## src/rtl/rw_mem_pkg.sv

```systemverilog
// Shared widths and word/address types for the read/write memory port.
package rw_mem_pkg;
    localparam int ADDR_W = 8;
    localparam int DATA_W = 8;

    typedef logic [ADDR_W-1:0] addr_t;
    typedef logic [DATA_W-1:0] data_t;
endpackage

```

## src/rtl/rw_mem_array.sv

```systemverilog
// 2**ADDR_W x DATA_W storage with an identity reset image, one write port and a
// registered read-first read port.
module rw_mem_array
    import rw_mem_pkg::*;
#(
    parameter int AW    = ADDR_W,
    parameter int DW    = DATA_W,
    parameter int DEPTH = 2 ** AW
) (
    input  logic          clk,
    input  logic          rst,
    input  logic          we,
    input  logic [AW-1:0] waddr,
    input  logic [DW-1:0] wdata,
    input  logic          re,
    input  logic [AW-1:0] raddr,
    output logic [DW-1:0] rdata
);
    logic [DW-1:0] mem_q [DEPTH];
    logic [DW-1:0] mem_d [DEPTH];
    logic [DW-1:0] rdata_q, rdata_d;

    always_comb begin
        mem_d = mem_q;
        if (we) mem_d[waddr] = wdata;
    end

    // Read samples mem_q, so a same-address write in this cycle is not seen yet.
    always_comb begin
        rdata_d = rdata_q;
        if (re) rdata_d = mem_q[raddr];
    end

    always_ff @(posedge clk or posedge rst) begin
        if (rst) begin
            for (int i = 0; i < DEPTH; i++) mem_q[i] <= DW'(i);
            rdata_q <= '0;
        end else begin
            mem_q   <= mem_d;
            rdata_q <= rdata_d;
        end
    end

    assign rdata = rdata_q;
endmodule

```

## src/rtl/rw_mem_port.sv

```systemverilog
// Enable-gated wrapper around rw_mem_array; rvalid marks the cycle after an
// accepted read.
module rw_mem_port
    import rw_mem_pkg::*;
#(
    parameter int AW    = ADDR_W,
    parameter int DW    = DATA_W,
    parameter int DEPTH = 2 ** AW
) (
    input  logic          clk,
    input  logic          rst,
    input  logic          enable,
    input  logic          read,
    input  logic          write,
    input  logic [AW-1:0] raddr,
    input  logic [AW-1:0] waddr,
    input  logic [DW-1:0] wdata,
    output logic [DW-1:0] rdata,
    output logic          rvalid
);
    logic re, we;
    logic rvalid_q, rvalid_d;

    assign re = enable & read;
    assign we = enable & write;

    always_comb begin
        rvalid_d = re;
    end

    always_ff @(posedge clk or posedge rst) begin
        if (rst) rvalid_q <= 1'b0;
        else     rvalid_q <= rvalid_d;
    end

    assign rvalid = rvalid_q;

    rw_mem_array #(.AW(AW), .DW(DW), .DEPTH(DEPTH)) u_array (
        .clk   (clk),
        .rst   (rst),
        .we    (we),
        .waddr (waddr),
        .wdata (wdata),
        .re    (re),
        .raddr (raddr),
        .rdata (rdata)
    );
endmodule

```

## config.mk

```make
export PLATFORM = sky130hd
export DESIGN_NAME = rw_mem_port
export DESIGN_NICKNAME = d
export VERILOG_FILES = /design/src/rtl/rw_mem_pkg.sv /design/src/rtl/rw_mem_array.sv /design/src/rtl/rw_mem_port.sv
export SDC_FILE = /design/constraint.sdc
export NUM_CORES = 2
export LEC_CHECK = 0
export ABC_CLOCK_PERIOD_IN_PS = 164700
export CORE_UTILIZATION = 36
export DETAILED_ROUTE_END_ITERATION = 10
export PLACE_DENSITY = 0.47
export SKIP_LAST_GASP = 1
export SYNTH_ARGS = -nofsm -noshare
export SYNTH_HDL_FRONTEND = slang
export SYNTH_SLANG_ARGS = --single-unit
```

## constraint.sdc

```tcl
create_clock -name clk -period 164.7 [get_ports clk]
set_input_delay 32.94 -clock clk [delete_from_list [all_inputs] [get_ports clk]]
set_output_delay 32.94 -clock clk [all_outputs]
set_load 0.01 [all_outputs]
```

==> summary.md <==
| Metric | Value |
|---|---|
| Cell Area, Placed | `approximately 99000 sq um` |
| Ys flop type | `dfrtp_1` |
| Largest family of logic cells by synthesized area | `multiplexers` |
| GPL Wtd Cong | `~0.80` |
| Clock Path Buffers | `3` |
| Worst Hold Depth | `1` |
| Synth Area per Inst | `approximately 15 sq um` |
| Routed Wire Length | `between 200000 and 300000 microns` |
| Worst r2r path cells | `6` |
| Crit Path Category | `in2reg` |
| Final setup violation count | `0` |
| Global Route Usage Sum | `0.223` |
| Met2 Use GR | `0.357` |
| Final Cycle Share | `0.229` |
| Post-Synthesis Cells | `6200` |
| EDFF count, synth | `0` |
| Met1 GRT Util | `0.317` |
| VDD IR max | `0.00000779 V` |
| Synthesized area | `around 95000 sq um` |
| Worst clock skew | `0.0377 ns` |
| Setup TNS | `0 ns` |
| Fillers | `24100` |
| DRC violations left | `0` |
| WP data required | `around 170 ns` |
| Hpwl dp | `between 150000 and 200000 microns` |
| HP Class | `reg2reg` |
| Post-DR vias/cell | `approximately 5.6` |
| RSZ-0062 raised after global routing | `false` |
| Die W | `between 500 and 600 microns` |
| Layout cells sized above 1 | `0.631` |
| Most used routing layer | `met2` |
| MaxCap Viol Count | `0` |
| Fraction of registers with async set or reset after synthesis | `1.00` |
| Die footprint | `267000 sq um` |
| Status | `completed` |
| Critical path endpoint category | `flop` |
| Total vias in the final route | `~55000` |
| GRT overflow | `0` |
| CTS Sinks | `2057` |
| Worst-path clk slew | `roughly 0.06 ns` |
| Arr. time, crit path | `between 30 and 40 ns` |
| Ports | `38` |
| Worst slew margin | `0.0857` |
| Xor and xnor area share after synthesis | `0` |
| H-tree Lvls | `4` |
| 1st-iter DRT viols | `about 3800` |
| Hold Fails Final Rpt | `0` |
| Post-CTS Setup Bufs | `0` |
| Rows | `188` |
| CTS buffer count | `230` |
| Design area | `around 110000 sq um` |
| DIE HEIGHT | `slightly above 500 microns` |
| CTS resizes | `0` |
| Initial antenna violation count | `11` |
| Complex-gate fraction of the synthesized area | `0.0329` |
| First-pass GRT wire length | `437000 microns` |
| Synth Warn # | `0` |
| Unique masters post-synth | `between 70 and 80` |
| Leak | `around 46 nW` |
| CP startpoint kind | `input pin` |
| Simple-Gate Fraction of Synth Area | `0.0243` |
| Final-stage net count | `roughly 6200` |
| Worst slew pin tran | `1.37 ns` |
| Largest net degree at the start of global routing | `roughly 180` |
| Number of global-route vias before repair | `approximately 60000` |
| Synth Area in Adders | `0` |
| CTS tree | `built` |
| Detail Route Antenna Nets | `0` |
| Achievable clock frequency | `roughly 26 MHz` |
| Clk Tree Root Cell | `clkbuf_16` |
| Tmin final | `37.79 ns` |
| Pwr dens | `between 10 and 15 nW/um^2` |
| Final Slew Violations | `0` |
| Hold buffers post-CTS | `0` |
| Register area share after synthesis | `0.553` |
| Net Count, Synth | `between 6000 and 7000` |
| Hold_ws | `approximately 0.5 ns` |
| Initial core utilization | `0.363` |
| Clock Latency Late Sink | `0.90 ns` |
| Multiplexer share of the synthesized area | `0.362` |
| Wire length per cell | `roughly 30 microns` |
| Grt met3 use | `0.0320` |
| Port Buf Inserts | `37` |
| Yosys reg bits | `approximately 2100` |
| Pre-Repair DR Iteration Count | `5` |
| Area Overhead vs Synth | `11.6%` |
| Core area | `~260000 sq um` |
| Total power | `around 1.1 mW` |
| Worst-path fanout max | `just under 80` |
==> cells in the final DEF, fill, tap and decap left out, types with 7 or more instances in the layout <==
cell	instances
mux2_2	2086
dfrtp_1	1033
dfstp_2	1024
mux4_2	345
mux2i_1	267
clkbuf_16	231
nor2_1	199
nand2_1	177
buf_4	109
o22ai_1	95
a22oi_1	81
clkbuf_1	80
clkbuf_8	64
o221ai_1	52
a21oi_1	50
nand3_1	42
clkinv_2	39
a211oi_1	34
clkdlybuf4s50_1	25
mux4_1	22
o21ai_0	18
nor3_1	17
a221oi_1	17
a22o_1	13
buf_12	12
buf_8	10
nor2b_1	8
nand2b_1	8
and2_1	8
nand4_1	7
and3_1	7
nor4_1	7
o2111ai_1	7
bufinv_16	7
==> critical path, cell delays in order <==
cell	delay, ns
buf_8	0.48
buf_4	0.75
buf_12	0.60
buf_12	0.53
buf_4	0.73
buf_4	0.79
mux2i_1	0.27
o221ai_1	0.13
a211oi_1	0.56
nor4_1	0.15
a221o_1	0.37
==> metrics by stage <==
step / util / instances / worst slack [ns]
floorplan: - / 6200 / 75.35
global placement: 0.376 / 9409 / 125.89
detailed placement: 0.376 / 9409 / 125.86
CTS: 0.405 / 9845 / 126.83
global route: 0.405 / 9846 / 126.47
finish: 0.405 / 9848 / 126.91
==> cell type report <==
cell class | instances | area [sq um] | share of cell area
diodes | 3 | 7.51 | 0.0000706
clock buffers | 375 | 6960 | 0.0654
clock inverters | 61 | 638 | 0.00600
inverters | 6 | 32.5 | 0.000306
multi-input cells | 3675 | 40100 | 0.377
flip-flops and latches | 2057 | 52800 | 0.496
well taps | 3515 | 4400 | 0.0413
repair buffers | 156 | 1460 | 0.0137
==> sequential cells by signal (all words and copies together), names as in the netlist <==
register,count
rvalid,1
u_array.mem_q,2048
u_array.rdata,8
==> per-layer routing <==
metal  vias to the layer above  share of wire
li1                      23100              -
met1                     30600           0.46
met2                      1007           0.47
met3                       394          0.041
met4                         8          0.028
met5                         -        0.00018
==> cells by family after synthesis <==
group / count (synthesis)
muxes: 2722
DFF: 2057
and+or+nand+nor: 528
buffers and inverters: 468
AOI/OAI and AO/OA: 425
==> path summary, 6_finish.rpt <==
kind | slack [ns] | to | startpoint
hold reg to reg | 0.50 | u_array.mem_q[1463] | u_array.mem_q[1463]
hold / removal | 0.50 | u_array.mem_q[1463] | u_array.mem_q[1463]
max in group asynchronous | 127.41 | u_array.mem_q[648] | rst
min in group asynchronous | 32.60 | u_array.mem_q[2046] | rst
setup / recovery | 126.91 | u_array.rdata[7] | raddr[0]
setup reg to reg | 161.89 | u_array.rdata[4] | u_array.mem_q[1476]
==> where the power goes <==
| group | switching (mW) | internal (mW) |
|---|---|---|
| Clock | 0.217 | 0.299 |
| Combinational | 0.0489 | 0.0260 |
| Sequential | 0.00771 | 0.525 |
==> synth_stat cells (13+ instances only) <==
master	count	area share
mux2_2	2086	0.25
dfrtp_1	1033	0.27
dfstp_2	1024	0.28
mux4_2	345	0.081
clkbuf_1	302	0.012
mux2i_1	267	0.028
nor2_1	200	0.0079
nand2_1	182	0.0072
o22ai_1	95	0.0062
a22oi_1	81	0.0064
buf_2	58	0.0030
o221ai_1	52	0.0048
a21oi_1	50	0.0026
nand3_1	46	0.0024
buf_6	36	0.0043
a211oi_1	34	0.0027
buf_4	23	0.0018
mux4_1	22	0.0061
nor3_1	19	0.0010
o21ai_0	18	0.00094
a221oi_1	17	0.0016
a22o_1	13	0.0012
buf_8	13	0.0020
nor4_1	13	0.00085
Power figures use the tool's default switching activity.
